File: src/rtl/ens_vote_argmax.sv
// Ensemble vote output stage: sums per-class member scores over N_ENS beats, then runs a sequential argmax.
// Optional feature macro ENS_VOTE_SCORE_OUT_EN drives out_score with the winning total (tied to 0 otherwise).
module ens_vote_argmax #(
  parameter  int N_ENS     = 4,
  parameter  int N_CLASSES = 10,
  parameter  int IN_BITS   = 2,
  localparam int ACC_BITS  = IN_BITS + $clog2(N_ENS),
  localparam int IDX_BITS  = $clog2(N_CLASSES)
) (
  input  logic                          clk,
  input  logic                          rst_n,
  input  logic                          in_valid,
  output logic                          in_ready,
  input  logic [N_CLASSES*IN_BITS-1:0]  in_scores,
  output logic                          out_valid,
  input  logic                          out_ready,
  output logic [IDX_BITS-1:0]           out_class,
  output logic [ACC_BITS-1:0]           out_score
);

  localparam int CNT_BITS = (N_ENS > 2) ? $clog2(N_ENS) : 1;
  localparam logic [CNT_BITS-1:0] LAST_CNT = CNT_BITS'(N_ENS - 1);
  localparam logic [IDX_BITS-1:0] LAST_IDX = IDX_BITS'(N_CLASSES - 1);

  typedef enum logic [1:0] {ACCUM, ARGMAX, OUTPUT} state_t;

  state_t                state_q, state_d;
  logic [CNT_BITS-1:0]   cnt_q, cnt_d;
  logic [IDX_BITS-1:0]   idx_q, idx_d;
  logic [ACC_BITS-1:0]   best_q, best_d;
  logic [IDX_BITS-1:0]   best_idx_q, best_idx_d;
  logic                  out_valid_q, out_valid_d;
  logic [IDX_BITS-1:0]   out_class_q, out_class_d;
  logic [ACC_BITS-1:0]   acc_q [N_CLASSES];
  logic [ACC_BITS-1:0]   acc_d [N_CLASSES];

  logic [ACC_BITS-1:0]   cand;
  logic                  take;
  logic [ACC_BITS-1:0]   win_score;

  // Index 0 always loads, which preloads best with class 0 on the first argmax cycle.
  assign cand      = acc_q[idx_q];
  assign take      = (idx_q == '0) || (cand > best_q);
  assign win_score = take ? cand : best_q;

  assign in_ready  = (state_q == ACCUM);
  assign out_valid = out_valid_q;
  assign out_class = out_class_q;

  always_comb begin
    state_d     = state_q;
    cnt_d       = cnt_q;
    idx_d       = idx_q;
    best_d      = best_q;
    best_idx_d  = best_idx_q;
    out_valid_d = out_valid_q;
    out_class_d = out_class_q;
    acc_d       = acc_q;
    case (state_q)
      ACCUM: begin
        if (in_valid) begin
          for (int c = 0; c < N_CLASSES; c++) begin
            acc_d[c] = acc_q[c] + ACC_BITS'(in_scores[c*IN_BITS +: IN_BITS]);
          end
          if (cnt_q == LAST_CNT) begin
            cnt_d   = '0;
            idx_d   = '0;
            state_d = ARGMAX;
          end else begin
            cnt_d = cnt_q + CNT_BITS'(1);
          end
        end
      end
      ARGMAX: begin
        if (take) begin
          best_d     = cand;
          best_idx_d = idx_q;
        end
        if (idx_q == LAST_IDX) begin
          state_d     = OUTPUT;
          out_valid_d = 1'b1;
          out_class_d = take ? idx_q : best_idx_q;
        end else begin
          idx_d = idx_q + IDX_BITS'(1);
        end
      end
      OUTPUT: begin
        if (out_ready) begin
          out_valid_d = 1'b0;
          state_d     = ACCUM;
          for (int c = 0; c < N_CLASSES; c++) acc_d[c] = '0;
        end
      end
      default: state_d = ACCUM;
    endcase
  end

  always_ff @(posedge clk or negedge rst_n) begin
    if (!rst_n) begin
      state_q     <= ACCUM;
      cnt_q       <= '0;
      idx_q       <= '0;
      best_q      <= '0;
      best_idx_q  <= '0;
      out_valid_q <= 1'b0;
      out_class_q <= '0;
      for (int c = 0; c < N_CLASSES; c++) acc_q[c] <= '0;
    end else begin
      state_q     <= state_d;
      cnt_q       <= cnt_d;
      idx_q       <= idx_d;
      best_q      <= best_d;
      best_idx_q  <= best_idx_d;
      out_valid_q <= out_valid_d;
      out_class_q <= out_class_d;
      for (int c = 0; c < N_CLASSES; c++) acc_q[c] <= acc_d[c];
    end
  end

`ifdef ENS_VOTE_SCORE_OUT_EN
  logic [ACC_BITS-1:0] out_score_q, out_score_d;

  always_comb begin
    out_score_d = out_score_q;
    if (state_q == ARGMAX && idx_q == LAST_IDX) out_score_d = win_score;
  end

  always_ff @(posedge clk or negedge rst_n) begin
    if (!rst_n) out_score_q <= '0;
    else        out_score_q <= out_score_d;
  end

  assign out_score = out_score_q;
`else
  assign out_score = '0;
`endif

endmodule
File: config.mk
export PLATFORM = sky130hd
export DESIGN_NAME = ens_vote_argmax
export DESIGN_NICKNAME = d
export VERILOG_FILES = /design/src/rtl/ens_vote_argmax.sv
export SDC_FILE = /design/constraint.sdc
export NUM_CORES = 1
export LEC_CHECK = 0
export ABC_AREA = 1
export CELL_PAD_IN_SITES_DETAIL_PLACEMENT = 1
export CELL_PAD_IN_SITES_GLOBAL_PLACEMENT = 2
export CORE_UTILIZATION = 35
export CTS_CLUSTER_DIAMETER = 200
export CTS_CLUSTER_SIZE = 40
export DETAILED_ROUTE_END_ITERATION = 8
export PLACE_DENSITY_LB_ADDON = 0.1
export RECOVER_POWER = 25
export SLEW_MARGIN = 20
export SYNTH_ARGS = -nofsm -noshare
export SYNTH_HDL_FRONTEND = slang
export SYNTH_SLANG_ARGS = --single-unit
export TNS_END_PERCENT = 30
File: constraint.sdc
create_clock -name clk -period 3.02 [get_ports clk]
set_clock_uncertainty 0.2 [all_clocks]
set_input_delay 0.453 -clock clk [delete_from_list [all_inputs] [get_ports clk]]
set_output_delay 0.453 -clock clk [all_outputs]
set_load 0.03 [all_outputs]
==> run summary, run 1 <==
Outcome: complete, no violations
Hold Path Class: reg -> reg
Area Overhead vs Synth: 16.1%
Core Area: 0.0104 mm²
Fin Setup TNS: 0 ps
All-layer global routing usage: 0.195
Critical Path Source Type: flop
Share of layout cells above drive strength 1: 0.0889
Worst setup margin: 314 ps
Post-synth top area cell: dfrtp_1
Die ar.: 0.0112 mm²
Drt total wl: 9.66 mm
Design area: 0.00437 mm²
Largest net degree at the start of global routing: 33
Antenna diodes: 0
Die Height: 106 µm
CP Class: reg -> reg
Commonest cells post-synth: nand2_1, dfrtp_1, inv_1, nand3_1, a21oi_1
Post-Syn Area: 0.00376 mm²
Crit path from: idx_q[1]
Syn avg cell area: 8.19 µm²
Sw frac: 0.477
Final setup viols: 0
Hold slack: 286 ps
Clk root buf: clkbuf_8
Power per cell area: 1100 mW/mm²
Max-Cap Viols: 0
Critical Path AT: 2750 ps
P_sw: 2.29 mW
Synth area leaders: dfrtp_1, nand2_1, ha_1
Data required, critical path: 3070 ps
Max-slew headroom: 0.0583
First-pass GRT wire length: 16.6 mm
Largest delay share family, worst path: simple AND/OR/NAND/NOR gates
Max-slew violations: 0
Finished Core Util: 0.421
CP cell instances: buf_4 -> o211ai_1 -> nand2_1 -> nand2_1 -> nand3_1 -> ha_1 -> nand2_1 -> nand2_1 -> nand2_1 -> nand2_1 -> nand2_1 -> nand2_1 -> nand2_2 -> nand2_1 -> nand2_1 -> inv_1
Slowest cell on the critical path: dfrtp_1
Final Cycle Share: 0.896
Post-synth ARST share: 1.00
Hpwl dp: 7.14 mm
Tot Pwr: 4.80 mW
Vias: 3,120
Post-Place Worst Slack: 141 ps
Port Buffers: 29
Routed wire per std cell: 15.3 µm
P_leak: 2.17 nW
Worst-Skew Late Latency: 350 ps
Synthesized flop and latch total: 61
Sequential area share after synthesis: 0.406
CTS buffer count: 9
Fmax: 370 MHz
# DRC: 0
ANT nets after route: 0
CTS tree: yes
Vias in the first global route: 3,313
Kind of end point of the critical path: flop
FF-to-FF Start: idx_q[1]
Hold Violations, Final: 0
Gate power share: 0.534
Post-synth cell types: 30
Top cell by count, worst path: nand2_1
Post-synth EDFFs: 0
Count leader, synth: nand2_1
Flop pwr share: 0.325
Vias per cell: 4.94
Grt ovf: 0
Worst path buffer plus inverter count: 2
DRT iter0 DRCs: 70
CTS Buffer Depth: 2
Placer Congestion: 0.763
Int Pwr: 2.51 mW
Placed Instances: 612
Ports: 34
Warnings from Yosys: 0
Hold path startpoint: best_q[3]
Fin crit period: 2710 ps
Worst Tran Pin Value: 1410 ps
Fin cells: 631
RSZ-0062 raised after global routing: no
Power share of the clock group: 0.141
VDD IR max: 476 µV
TritonRoute pass-1 iters: 4
CP max FO: 13
CTS clock-pin slew for the worst setup and hold paths: 70 ps
CP peak stage delay: 460 ps
Die X: 106 µm
Row cnt: 37
Synth top area share: 0.406
Final nets: 552
Initial antenna violation count: 0
Initial Utilization: 0.363
Top_reg_cell synth: dfrtp_1
Synthesized instance count: 459
CTS H-tree lvls: 3
Placed standard-cell area: 0.00416 mm²
Clock Sinks: 61
-- area by class of cell --
| class | count | area, µm² |
|---|---|---|
| Fill cell | 1300 | 6000 |
| Clock buffer | 12 | 155 |
| Multi-Input combinational cell | 330 | 1920 |
| Timing Repair Buffer | 37 | 369 |
| Clock inverter | 4 | 22.5 |
| Sequential cell | 61 | 1530 |
| Tap cell | 136 | 170 |
| Inverter | 51 | 199 |
-- worst paths after layout --
kind                                  to  slack, ps  cells past startpoint
setup / recovery           best_idx_q[3]        310                     16
hold reg to reg                best_q[3]        290                      2
setup reg to reg           best_idx_q[3]        310                     16
max in group asynchronous       idx_q[0]        640                      3
hold / removal                 best_q[3]        290                      2
min in group asynchronous       acc_q[9]        750                      2
-- state kept, by name, summed over array words and instances, names as in the netlist --
signal,cells
acc_q,40
best_idx_q,4
best_q,4
idx_q,4
out_class,4
cnt_q,2
state_q,2
out_valid,1
-- cells by family (layout without fill, tap and decap cells) --
group,Yosys count,in the layout,synth area share
buffers and inverters,71,104,0.0855
and+or+nand+nor,206,206,0.239
DFF,61,61,0.406
other,1,4,0.000997
adders and majority gates,38,38,0.146
AOI/OAI and AO/OA,82,82,0.122
-- per-layer routing --
metal  part of all wire  vias up  GRT usage
li1                   -     1539          -
met1               0.47     1538      0.248
met2               0.49       29      0.325
met3              0.026       14     0.0414
met4              0.016        0     0.0724
met5                  0        -          0
-- power by group through the flow --
stage                     Sequential [mW]  Clock [mW]  Combinational, mW
after floorplan                      1.53           0               1.87
after global placement               1.55           0               2.49
after detailed placement             1.56           0               2.58
after CTS                            1.55       0.698               2.60
after global routing                 1.63       0.741               3.00
final                                1.56       0.678               2.56
-- timing repair --
action	CTS	global route
hold endpoints to repair	21	0
hold buffers	1	0
buffers inserted	0	2
endpoints found under the setup margin	0	9
resized for setup	0	5
-- cells in the final DEF, fill, tap and decap left out, types with 2 or more instances in the layout --
master,n
nor2_4,3
buf_12,2
nand2_1,136
and3_1,3
o21ai_0,27
dfrtp_1,60
clkinvlp_4,3
clkbuf_1,2
a21oi_2,4
conb_1,4
ha_1,28
nor3_1,3
o211ai_1,10
nor2_2,2
o21ai_1,7
nand2_2,3
buf_4,4
clkinv_2,3
fa_1,10
clkbuf_8,11
inv_2,4
o21a_1,2
nand3_1,39
inv_1,45
clkdlybuf4s50_1,28
nor2_1,14
a21oi_1,30
-- worst register-to-register path: stages, from the launching register on --
cell	delay (ps)
dfrtp_1	460
buf_4	220
o211ai_1	270
nand2_1	80
nand2_1	60
nand3_1	100
ha_1	310
nand2_1	70
nand2_1	40
nand2_1	50
nand2_1	40
nand2_1	150
nand2_1	160
nand2_2	210
nand2_1	80
nand2_1	60
inv_1	40
Power figures use the tool's default switching activity.
==> inputs of run 2 (changes only) <==
- ABC_AREA: 1 -> unset
- CORE_UTILIZATION: 35 -> 38
==> run 2 against run 1 <==
Effect of this change: area after synthesis decreased by 6.0%; core utilization increased by 6.2 points; sequential power increased by 3%; first-iteration DRC count decreased by 44%; the flow now finishes with violations (capacitance limit, slew limit); largest cell class unchanged; synthesized cell count decreased by 30%; non-clock buffer count increased by 14.
==> run summary, run 2 <==
Routed wire per std cell: 17.0 µm (+11%)
Share of layout cells above drive strength 1: 0.143 (+0.0540)
Synth top area share: 0.432 (+0.0260)
Synth area leaders: dfrtp_1, ha_1, mux2i_1
Fin crit period: 2880 ps (+175 ps)
CP cell instances: nor2b_1 -> nand2_1 -> nand3_1 -> o21ai_1 -> ha_1 -> nor2b_1 -> o211ai_1 -> a211oi_4 -> buf_4 -> mux2_2
Commonest cells post-synth: dfrtp_1, nor2_1, ha_1, mux2i_1
Final setup viols: 0 (unchanged)
Area Overhead vs Synth: 21.0%
CP max FO: 8 (-5)
Die Height: 98.4 µm (-6.8%)
Worst setup margin: 139 ps (-175 ps)
Worst Tran Pin Value: 1510 ps (+101 ps)
Power per cell area: 1180 mW/mm² (+6.9%)
Antenna diodes: 0 (unchanged)
Hpwl dp: 5.74 mm (-20%)
Max-slew headroom: -0.00875 (-0.0671)
Hold Violations, Final: 0 (unchanged)
Most frequent cells in the layout: dfrtp_1, nor2_1, ha_1, clkdlybuf4s50_1, mux2i_1
CTS H-tree lvls: 3 (unchanged)
Sequential area share after synthesis: 0.432 (+0.0260)
DRT iter0 DRCs: 39 (-44%)
Placer Congestion: 0.789 (+3.4%)
CTS tree: yes
Design area: 0.00428 mm² (-2.1%)
CP peak stage delay: 510 ps (+50 ps)
Row cnt: 34 (-8.1%)
Post-synth cell types: 35 (+17%)
VDD IR max: 327 µV (-31%)
Commonest non-fill, non-tap cell in the layout: dfrtp_1
Vias per cell: 5.27 (+6.6%)
Largest net degree at the start of global routing: 37 (+12%)
Count leader, synth: dfrtp_1
Synthesized instance count: 320 (-30%)
Clk root buf: clkbuf_8
Critical Path AT: 2910 ps (+160 ps)
TritonRoute pass-1 iters: 6 (+2)
Core Area: 0.00885 mm² (-15%)
CTS Buffer Depth: 2 (unchanged)
Port Buffers: 29 (unchanged)
Ports: 34 (unchanged)
RSZ-0062 raised after global routing: no
CTS clock-pin slew for the worst setup and hold paths: 80 ps (about the same)
Vias: 2,524 (-19%)
Placed standard-cell area: 0.00395 mm² (-5.1%)
Die ar.: 0.00969 mm² (-13%)
Data required, critical path: 3050 ps (-20 ps)
Drt total wl: 8.13 mm (-16%)
Finished Core Util: 0.483 (+0.0622)
Post-Place Worst Slack: -26.4 ps (-167 ps)
First-pass GRT wire length: 13.9 mm (-16%)
Hold Path Class: reg -> reg
Max FFs per register: 40 (unchanged)
Post-Syn Area: 0.00353 mm² (-6.0%)
P_leak: 1.93 nW (-11%)
Grt ovf: 0 (unchanged)
Initial Utilization: 0.399 (+0.0368)
Kind of end point of the critical path: flop
Post-synth top area cell: dfrtp_1
ANT nets after route: 0 (unchanged)
Violated checks: capacitance limit, slew limit
Post-synth ARST share: 1.00 (unchanged)
Warnings from Yosys: 0 (unchanged)
All-layer global routing usage: 0.186 (-0.00898)
Most flops, register: acc_q
Post-synth EDFFs: 0 (unchanged)
Clock Sinks: 61 (unchanged)
Critical Path Source Type: flop
Max-Cap Viols: 1 (+1)
Worst path buffer plus inverter count: 1 (-1)
Die X: 98.4 µm (-6.8%)
Slowest cell on the critical path: dfrtp_1
Synthesized flop and latch total: 61 (unchanged)
Top_reg_cell synth: dfrtp_1
Top cell by count, worst path: nor2b_1
Worst-Skew Late Latency: 350 ps (about the same)
Largest delay share family, worst path: simple AND/OR/NAND/NOR gates
Syn avg cell area: 11.0 µm² (+35%)
Initial antenna violation count: 0 (unchanged)
# DRC: 0 (unchanged)
Final Cycle Share: 0.954 (+0.0578)
Final nets: 428 (-22%)
Fmax: 347 MHz (-6.1%)
CP Class: reg -> reg
Vias in the first global route: 2,771 (-16%)
CTS buffer count: 9 (unchanged)
Max-slew violations: 27 (+27)
Outcome: finished, violations left
run 2: layout make-up:
class / instances / area [µm²]
sequential: 61 / 1530
tap: 108 / 135
clock buffer: 10 / 138
inverter: 9 / 33.8
timing repair buffer: 51 / 463
multi-input combinational: 234 / 1900
clock inverter: 6 / 86.3
fill: 951 / 4570
run 2: worst reg2reg max path, stage by stage (launching register included):
cell and delay [ps]:
dfrtp_1 510, nor2b_1 310, nand2_1 100, nand3_1 90, o21ai_1 100, ha_1 320
nor2b_1 160, o211ai_1 190, a211oi_4 280, buf_4 170, mux2_2 320
run 2: cells by family after synthesis:
| logic type | synth area share |
|---|---|
| AND/OR/NAND/NOR | 0.104 |
| flip-flops | 0.432 |
| adder cells (fa/ha/maj) | 0.156 |
| buffers and inverters | 0.0396 |
| AO/OA/AOI/OAI | 0.121 |
| XOR/XNOR | 0.0520 |
| multiplexers | 0.0942 |
| other | 0.00106 |
run 2: worst paths after layout:
check	start	end	slack (ps)	depth (start not counted)
setup reg to reg	idx_q[0]	best_q[2]	140	10
min in group asynchronous	rst_n	out_valid	800	2
hold / removal	best_q[1]	best_q[1]	310	1
hold reg to reg	best_q[1]	best_q[1]	310	1
max in group asynchronous	rst_n	acc_q[20]	460	3
setup / recovery	idx_q[0]	best_q[2]	140	10
run 2: repair_timing:
action / CTS / global route
gates cloned: 0 / 0
pin swaps: 1 / 3
endpoints found under the setup margin: 7 / 9
hold buffers: 1 / 0
setup buffers: 2 / 9
endpoints found under the hold margin: 25 / 0
gates resized for setup: 0 / 8
run 2: power by group:
group	leakage, nW	total, mW	internal (mW)	switching (mW)
clock network	0.112	0.836	0.486	0.350
registers	0.747	1.61	1.22	0.388
logic	1.07	2.58	1.29	1.29
total	1.93	5.03	3.00	2.03
run 2: stage by stage:
step / std cells / hold slack (ps) / TNS, ps / power, mW
after global routing: 479 / 339 / 0 / 5.46
after detailed placement: 451 / 297 / -169 / 4.03
final: 479 / 308 / 0 / 5.03
after floorplan: 323 / -42.6 / 0 / 3.32
after global placement: 451 / 292 / 0 / 3.93
after CTS: 470 / 313 / 0 / 4.95
run 2: layer usage:
metal	vias up	wire, µm	GRT usage
met4	0	63	0.0517
met3	6	216	0.0489
li1	1198	-	-
met5	-	0	0
met1	1286	3720	0.235
met2	34	4130	0.315
